`config.mk`:
```
export PLATFORM = sky130hd
export DESIGN_NAME = morse_key_sequencer
export DESIGN_NICKNAME = d
export VERILOG_FILES = /design/src/rtl/morse_key_sequencer_pkg.sv /design/src/rtl/morse_key_sequencer_scan_code_buffer.sv /design/src/rtl/morse_key_sequencer.sv
export SDC_FILE = /design/constraint.sdc
export NUM_CORES = 1
export LEC_CHECK = 0
export BUFFER_PORTS_ARGS = -buffer_cell sky130_fd_sc_hd__buf_4
export CORE_MARGIN = 4
export CORE_UTILIZATION = 65
export CTS_CLUSTER_SIZE = 24
export DETAILED_ROUTE_END_ITERATION = 8
export GPL_TIMING_DRIVEN = 0
export PLACE_DENSITY = 0.83
export SYNTH_ARGS = -nofsm -noshare
export SYNTH_HDL_FRONTEND = slang
export SYNTH_SLANG_ARGS = --single-unit
```
`constraint.sdc`:
```
create_clock -name clk -period 5.92 [get_ports clk]
set_clock_uncertainty 0.2 [all_clocks]
set_input_delay 0 -clock clk [delete_from_list [all_inputs] [get_ports clk]]
set_output_delay 0 -clock clk [all_outputs]
set_load 0.05 [all_outputs]
```
`src/rtl/morse_key_sequencer_pkg.sv`:
```
// Shared scan-code constants, code width and sequencer state encodings,
// also reused by morse_code_encoder.
package morse_key_sequencer_pkg;

  localparam int unsigned CODE_W = 8;

  localparam logic [CODE_W-1:0] KEY_ENTER = 8'h5A;
  localparam logic [CODE_W-1:0] KEY_BREAK = 8'hF0;
  localparam logic [CODE_W-1:0] KEY_EXT   = 8'hE0;
  localparam logic [CODE_W-1:0] KEY_ESC   = 8'h76;
  localparam logic [CODE_W-1:0] KEY_BKSP  = 8'h66;

  localparam logic [0:0] COLLECT = 1'b0;
  localparam logic [0:0] PLAY    = 1'b1;

endpackage

```
`src/rtl/morse_key_sequencer_scan_code_buffer.sv`:
```
// DEPTH x CODE_W line buffer: append, pop-newest and clear on the write side,
// plus an independent non-destructive read pointer with rewind to the oldest entry.
module scan_code_buffer
  import morse_key_sequencer_pkg::*;
#(
  parameter int unsigned DEPTH = 16
) (
  input  logic                         clk,
  input  logic                         rst,
  input  logic                         push,
  input  logic [CODE_W-1:0]            push_data,
  input  logic                         pop,
  input  logic                         clear,
  input  logic                         rewind,
  input  logic                         advance,
  output logic [CODE_W-1:0]            rd_data,
  output logic [$clog2(DEPTH+1)-1:0]   count,
  output logic                         full
);

  localparam int unsigned AW = $clog2(DEPTH);
  localparam int unsigned CW = $clog2(DEPTH+1);

  logic [CODE_W-1:0] mem [DEPTH];
  logic [AW-1:0]     tail;
  logic [AW-1:0]     rd_ptr;

  assign full    = (count == CW'(DEPTH));
  assign rd_data = mem[rd_ptr];

  // Only the newest end moves and clear resets both ends, so the oldest
  // entry always sits at index 0; rewind therefore targets 0.
  always_ff @(posedge clk) begin
    if (!rst) begin
      tail   <= '0;
      count  <= '0;
      rd_ptr <= '0;
    end else begin
      if (clear) begin
        tail  <= '0;
        count <= '0;
      end else if (push && !full) begin
        tail  <= tail + 1'b1;
        count <= count + 1'b1;
      end else if (pop && (count != '0)) begin
        tail  <= tail - 1'b1;
        count <= count - 1'b1;
      end
      if (rewind)
        rd_ptr <= '0;
      else if (advance)
        rd_ptr <= rd_ptr + 1'b1;
    end
  end

  always_ff @(posedge clk) begin
    if (push && !full && !clear)
      mem[tail] <= push_data;
  end

endmodule

```
`src/rtl/morse_key_sequencer.sv`:
```
// PS/2 make-code line editor feeding morse_code_encoder over valid/ready.
// Define MORSE_LOOP_EN to repeat playback until Esc or Enter.
module morse_key_sequencer
  import morse_key_sequencer_pkg::*;
#(
  parameter int unsigned       DEPTH      = 16,
  parameter logic [CODE_W-1:0] ENTER_CODE = KEY_ENTER,
  parameter logic [CODE_W-1:0] BREAK_CODE = KEY_BREAK,
  parameter logic [CODE_W-1:0] EXT_CODE   = KEY_EXT,
  parameter logic [CODE_W-1:0] ESC_CODE   = KEY_ESC,
  parameter logic [CODE_W-1:0] BKSP_CODE  = KEY_BKSP
) (
  input  logic                       clk,
  input  logic                       rst,
  input  logic [CODE_W-1:0]          ps2_received_data,
  input  logic                       ps2_received_data_strb,
  output logic [CODE_W-1:0]          char_code,
  output logic                       char_valid,
  input  logic                       char_ready,
  output logic                       busy,
  output logic [$clog2(DEPTH+1)-1:0] fill_level,
  output logic                       overflow
);

  localparam int unsigned CW = $clog2(DEPTH+1);

  logic [0:0]        state;
  logic              break_flag;
  logic              valid_r;
  logic              overflow_r;
  logic [CW-1:0]     play_left;

  logic              make_strb, is_enter, is_esc, is_bksp, is_plain;
  logic              in_collect, xfer, last_xfer;
  logic              buf_push, buf_pop, buf_clear, buf_rewind;
  logic              buf_full;
  logic [CODE_W-1:0] rd_data;

  always_comb begin
    make_strb  = ps2_received_data_strb && !break_flag &&
                 (ps2_received_data != EXT_CODE) && (ps2_received_data != BREAK_CODE);
    is_enter   = make_strb && (ps2_received_data == ENTER_CODE);
    is_esc     = make_strb && (ps2_received_data == ESC_CODE);
    is_bksp    = make_strb && (ps2_received_data == BKSP_CODE);
    is_plain   = make_strb && !is_enter && !is_esc && !is_bksp;
    in_collect = (state == COLLECT);
    xfer       = valid_r && char_ready;
    last_xfer  = xfer && (play_left == CW'(1));
    buf_push   = in_collect && is_plain && !buf_full;
    buf_pop    = in_collect && is_bksp;
`ifdef MORSE_LOOP_EN
    buf_clear  = is_esc;
    buf_rewind = (in_collect && is_enter && (fill_level != '0)) || (!in_collect && last_xfer);
`else
    buf_clear  = is_esc || last_xfer;
    buf_rewind = in_collect && is_enter && (fill_level != '0);
`endif
  end

  scan_code_buffer #(.DEPTH(DEPTH)) u_buf (
    .clk       (clk),
    .rst       (rst),
    .push      (buf_push),
    .push_data (ps2_received_data),
    .pop       (buf_pop),
    .clear     (buf_clear),
    .rewind    (buf_rewind),
    .advance   (xfer),
    .rd_data   (rd_data),
    .count     (fill_level),
    .full      (buf_full)
  );

  always_ff @(posedge clk) begin
    if (!rst) begin
      state      <= COLLECT;
      break_flag <= 1'b0;
      valid_r    <= 1'b0;
      overflow_r <= 1'b0;
      play_left  <= '0;
    end else begin
      overflow_r <= in_collect && is_plain && buf_full;
      if (ps2_received_data_strb) begin
        if (break_flag)
          break_flag <= 1'b0;
        else if (ps2_received_data == BREAK_CODE)
          break_flag <= 1'b1;
      end
      if (in_collect) begin
        if (is_enter && (fill_level != '0)) begin
          state     <= PLAY;
          valid_r   <= 1'b1;
          play_left <= fill_level;
        end
      end else begin
        // Esc wins over a same-cycle transfer; the transfer itself still counts.
        if (is_esc) begin
          state   <= COLLECT;
          valid_r <= 1'b0;
`ifdef MORSE_LOOP_EN
        end else if (is_enter) begin
          state   <= COLLECT;
          valid_r <= 1'b0;
`endif
        end else if (xfer) begin
          valid_r <= 1'b0;
          if (play_left == CW'(1)) begin
`ifdef MORSE_LOOP_EN
            play_left <= fill_level;
`else
            state     <= COLLECT;
`endif
          end else begin
            play_left <= play_left - 1'b1;
          end
        end else if (!valid_r) begin
          valid_r <= 1'b1;
        end
      end
    end
  end

  assign char_valid = valid_r;
  assign char_code  = valid_r ? rd_data : '0;
  assign busy       = (state == PLAY);
  assign overflow   = overflow_r;

endmodule

```
==> run_results.csv <==
group,metric,value,unit
timing,fin_crit_sh,60.26,%
floorplan,core_area,9729,sq um
logic_synthesis,synth_most_common_cell,"edfxtp_1",
timing,period_needed,3.568,ns
logic_synthesis,synth_edf_count,128,
critical_path,required,5.86,ns
logic_synthesis,synth_top_area_share,59.49,%
critical_path,slowest_delay,0.99,ns
power_and_ir_drop,p_per_area,343.2,nW/um^2
floorplan,rows,36,
critical_path,worst_setup_path_start_kind,"flip-flop",
logic_synthesis,syn_avg_cell_area,17.05,sq um
min_path,min_from,"rst",
min_path,hold_class,"input pin to flip-flop",
critical_path,worstPathMaxFanout,15,
job,maxCapViolCount,0,
route,initialDrtViolationCount,410,
critical_path,critPathSlowestCell,"nor3_1",
logic_synthesis,synthFlopType,"edfxtp_1",
timing,finalHoldViolCount,0,
global_routing,antenna_found_initial,2,
route,final_antenna_net_count,0,
route,drt_wl_total,15.53,mm
clocking,cts_buffer_depth,2,
critical_path,r2r_cells,8,
critical_path,crit_type,"flip-flop to flip-flop",
min_path,hold_depth,4,
logic_synthesis,synth.distinct_cells,52,
clocking,cts_sinks,154,
cells_and_area,drive_above_1_share,26.26,%
route,via_count,3842,
cells_and_area,layout.cells.non_filler,590,
power_and_ir_drop,peakVddDrop,0.2584,mV
timing,fmax,280.3,MHz
clocking,cts_inserted_buffers,17,
logic_synthesis,ys_seq_elements,154,
clocking,htree_levels,4,
route,dr.pass1.iters,5,
timing,fin_setup_tns,0,ns
critical_path,reg2reg_from,"break_flag",
timing,setup_viol,0,
logic_synthesis,syn_inst,379,
logic_synthesis,yosysWarnings,0,
timing,worst_pin_slew,1.254,ns
route,drc,0,
logic_synthesis,postSynth.asyncResetShare,0,%
cells_and_area,final_nets,466,
clocking,clk_pin_slew,0.06,ns
global_routing,gr-usage-met1,34.94,%
place,io_buffers,27,
clocking,cts_tree,"yes",
place,place_hpwl,9.135,mm
critical_path,crit_top_cell,"buf_6",
floorplan,start_util,66.41,%
run_status,outcome,"finished, final reports clean",
global_routing,use_met3,6.779,%
floorplan,die_h,107.7,microns
global_routing,grt_first_pass_wirelength,24.00,mm
global_routing,grt_pass1_vias,4006,
cells_and_area,synthToLayoutAreaGrowth,18.63,%
critical_path,end_kind,"flip-flop",
timing,report.final.slew_viol_count,0,
logic_synthesis,synth_fp_nets,401,
logic_synthesis,synth_commonest_cells,"edfxtp_1, mux4_2, nand2_1",
timing,rsz0062_at_grt,"false",
logic_synthesis,yosysSeqAreaShare,67.54,%
floorplan,ioPinCount,28,
timing,maxSlewHeadroom,15.76,%
global_routing,overflow,0,
min_path,whs_endpoint,"play_left[3]",
route,via_per_inst,6.512,
global_routing,grt_max_degree,21,
critical_path,cp.arrival,3.51,ns
critical_path,r2r_slack,2.35,ns
cells_and_area,antenna_cells,0,
global_routing,grt_use_total,29.19,%
logic_synthesis,synth_area_leaders,"edfxtp_1, mux4_2, dfxtp_1, nand2_1, ha_1",
place,place.gp.congestion,0.8594,
global_routing,grt_util_met2,50.80,%
global_routing,top_usage_layer,"met2",
clocking,cts_resized,0,
power_and_ir_drop,p_leak,2.602,nW
clocking,cts_root_buffer,"clkbuf_8",
route,wire_per_inst,26.32,microns
floorplan,die_x,107.7,microns
clocking,insertion_delay,0.53,ns
logic_synthesis,synth_top_area_cell,"edfxtp_1",
critical_path,path_cells,"nand2b_1, a311o_1, or3_1, buf_6, or3_4, buf_6, buf_6, nor3_1",
place,dp_cells,543,
floorplan,die_area,11600,sq um
logic_synthesis,syn_area,6461,sq um
critical_path,r2r_end,"u_buf.mem[11][7]",
## stage by stage
stage	utilization [%]	setup slack (ns)	hold WS (ns)	total power [mW]	instance area, sq um
after global placement	70.20	1.987	0.1001	1.495	6830
after global routing	78.78	2.215	0.1586	2.711	7665
after detailed placement	70.77	2.142	0.1081	1.517	6885
final	78.78	2.352	0.1252	2.630	7665
after CTS	78.58	2.023	0.1064	2.633	7645
after floorplan	-	2.412	-0.1011	1.427	6461
## repair_timing
action	4_1_cts	5_1_grt
setup buffers	0	0
hold buffers	13	0
hold endpoints to repair	151	0
## cell usage in the layout (no fill, tap or decap), types with 3 or more instances in the layout
master and instances:
edfxtp_1 128, mux4_2 40, buf_4 31, nand2_1 29
dfxtp_1 26, clkbuf_16 21, clkbuf_1 15, dlygate4sd3_1 13
nor2_1 11, and2_1 9, nor3_1 9, a21oi_1 9
mux2i_1 9, ha_1 8, nand2b_1 7, o21ai_0 7
inv_1 6, nor4_2 6, buf_2 5, xor2_1 4
a21boi_0 3, nor2b_1 3, buf_6 3, and3_1 3
nand3_1 3, a21o_1 3, clkinv_2 3
## cell families (layout without fill, tap and decap cells)
logic type	after synthesis	after routing	synth area share (%)
AO/OA/AOI/OAI	36	36	3.757
XOR/XNOR	6	6	0.8133
adder cells (fa/ha/maj)	10	10	2.169
buffers and inverters	27	105	1.975
flip-flops	154	154	67.54
multiplexers	49	49	15.34
AND/OR/NAND/NOR	97	97	8.404
## critical path, delay by kind of cell, from the launching register on
| kind | cells | cell delay (ns) |
|---|---|---|
| AO/OA/AOI/OAI | 1 | 0.34 |
| buffers and inverters | 3 | 0.47 |
| flip-flops | 1 | 0.33 |
| AND/OR/NAND/NOR | 4 | 1.85 |
## state kept, by name, indices dropped and copies added (netlist names), named ones only
name and cells:
u_buf.tail 4, play_left 5, overflow 1, u_buf.mem 128
break_flag 1, char_valid 1, u_buf.rd_ptr 4, u_buf.count 5
busy 1
## how the worst max path moves through the flow
stage	startpoint	to	slack [ns]	cells after the start
after floorplan	u_buf.count[1]	u_buf.mem[1][0]	2.41	7
final	break_flag	u_buf.mem[11][7]	2.35	8
after detailed placement	break_flag	u_buf.mem[6][4]	2.14	8
after global placement	break_flag	u_buf.mem[4][1]	1.99	7
after CTS	break_flag	u_buf.mem[6][3]	2.02	8
after global routing	break_flag	u_buf.mem[11][7]	2.21	8
## metal layers
metal	part of all wire (%)	vias to the layer above	wire length [microns]
met4	3.2	4	490
met2	54	194	8367
met5	0.17	-	27
met1	36	1964	5617
met3	6.6	44	1026
li1	-	1636	-
## where the power goes
part | leakage (nW) | switching (mW) | internal (mW)
Sequential | 1.37 | 0.0345 | 1.22
Combinational | 0.928 | 0.153 | 0.104
Clock | 0.307 | 0.426 | 0.694
## area by class of cell
cell class,instances,area (sq um)
Inverter,6,22.52
Multi-Input combinational cell,198,2004
Clock inverter,8,72.57
Timing Repair Buffer,46,372.9
Clock buffer,24,556.8
Tap cell,133,166.4
Sequential cell,154,4364
Fill cell,506,2064
Buffer,21,105.1
(Power assumes the default switching activity.)
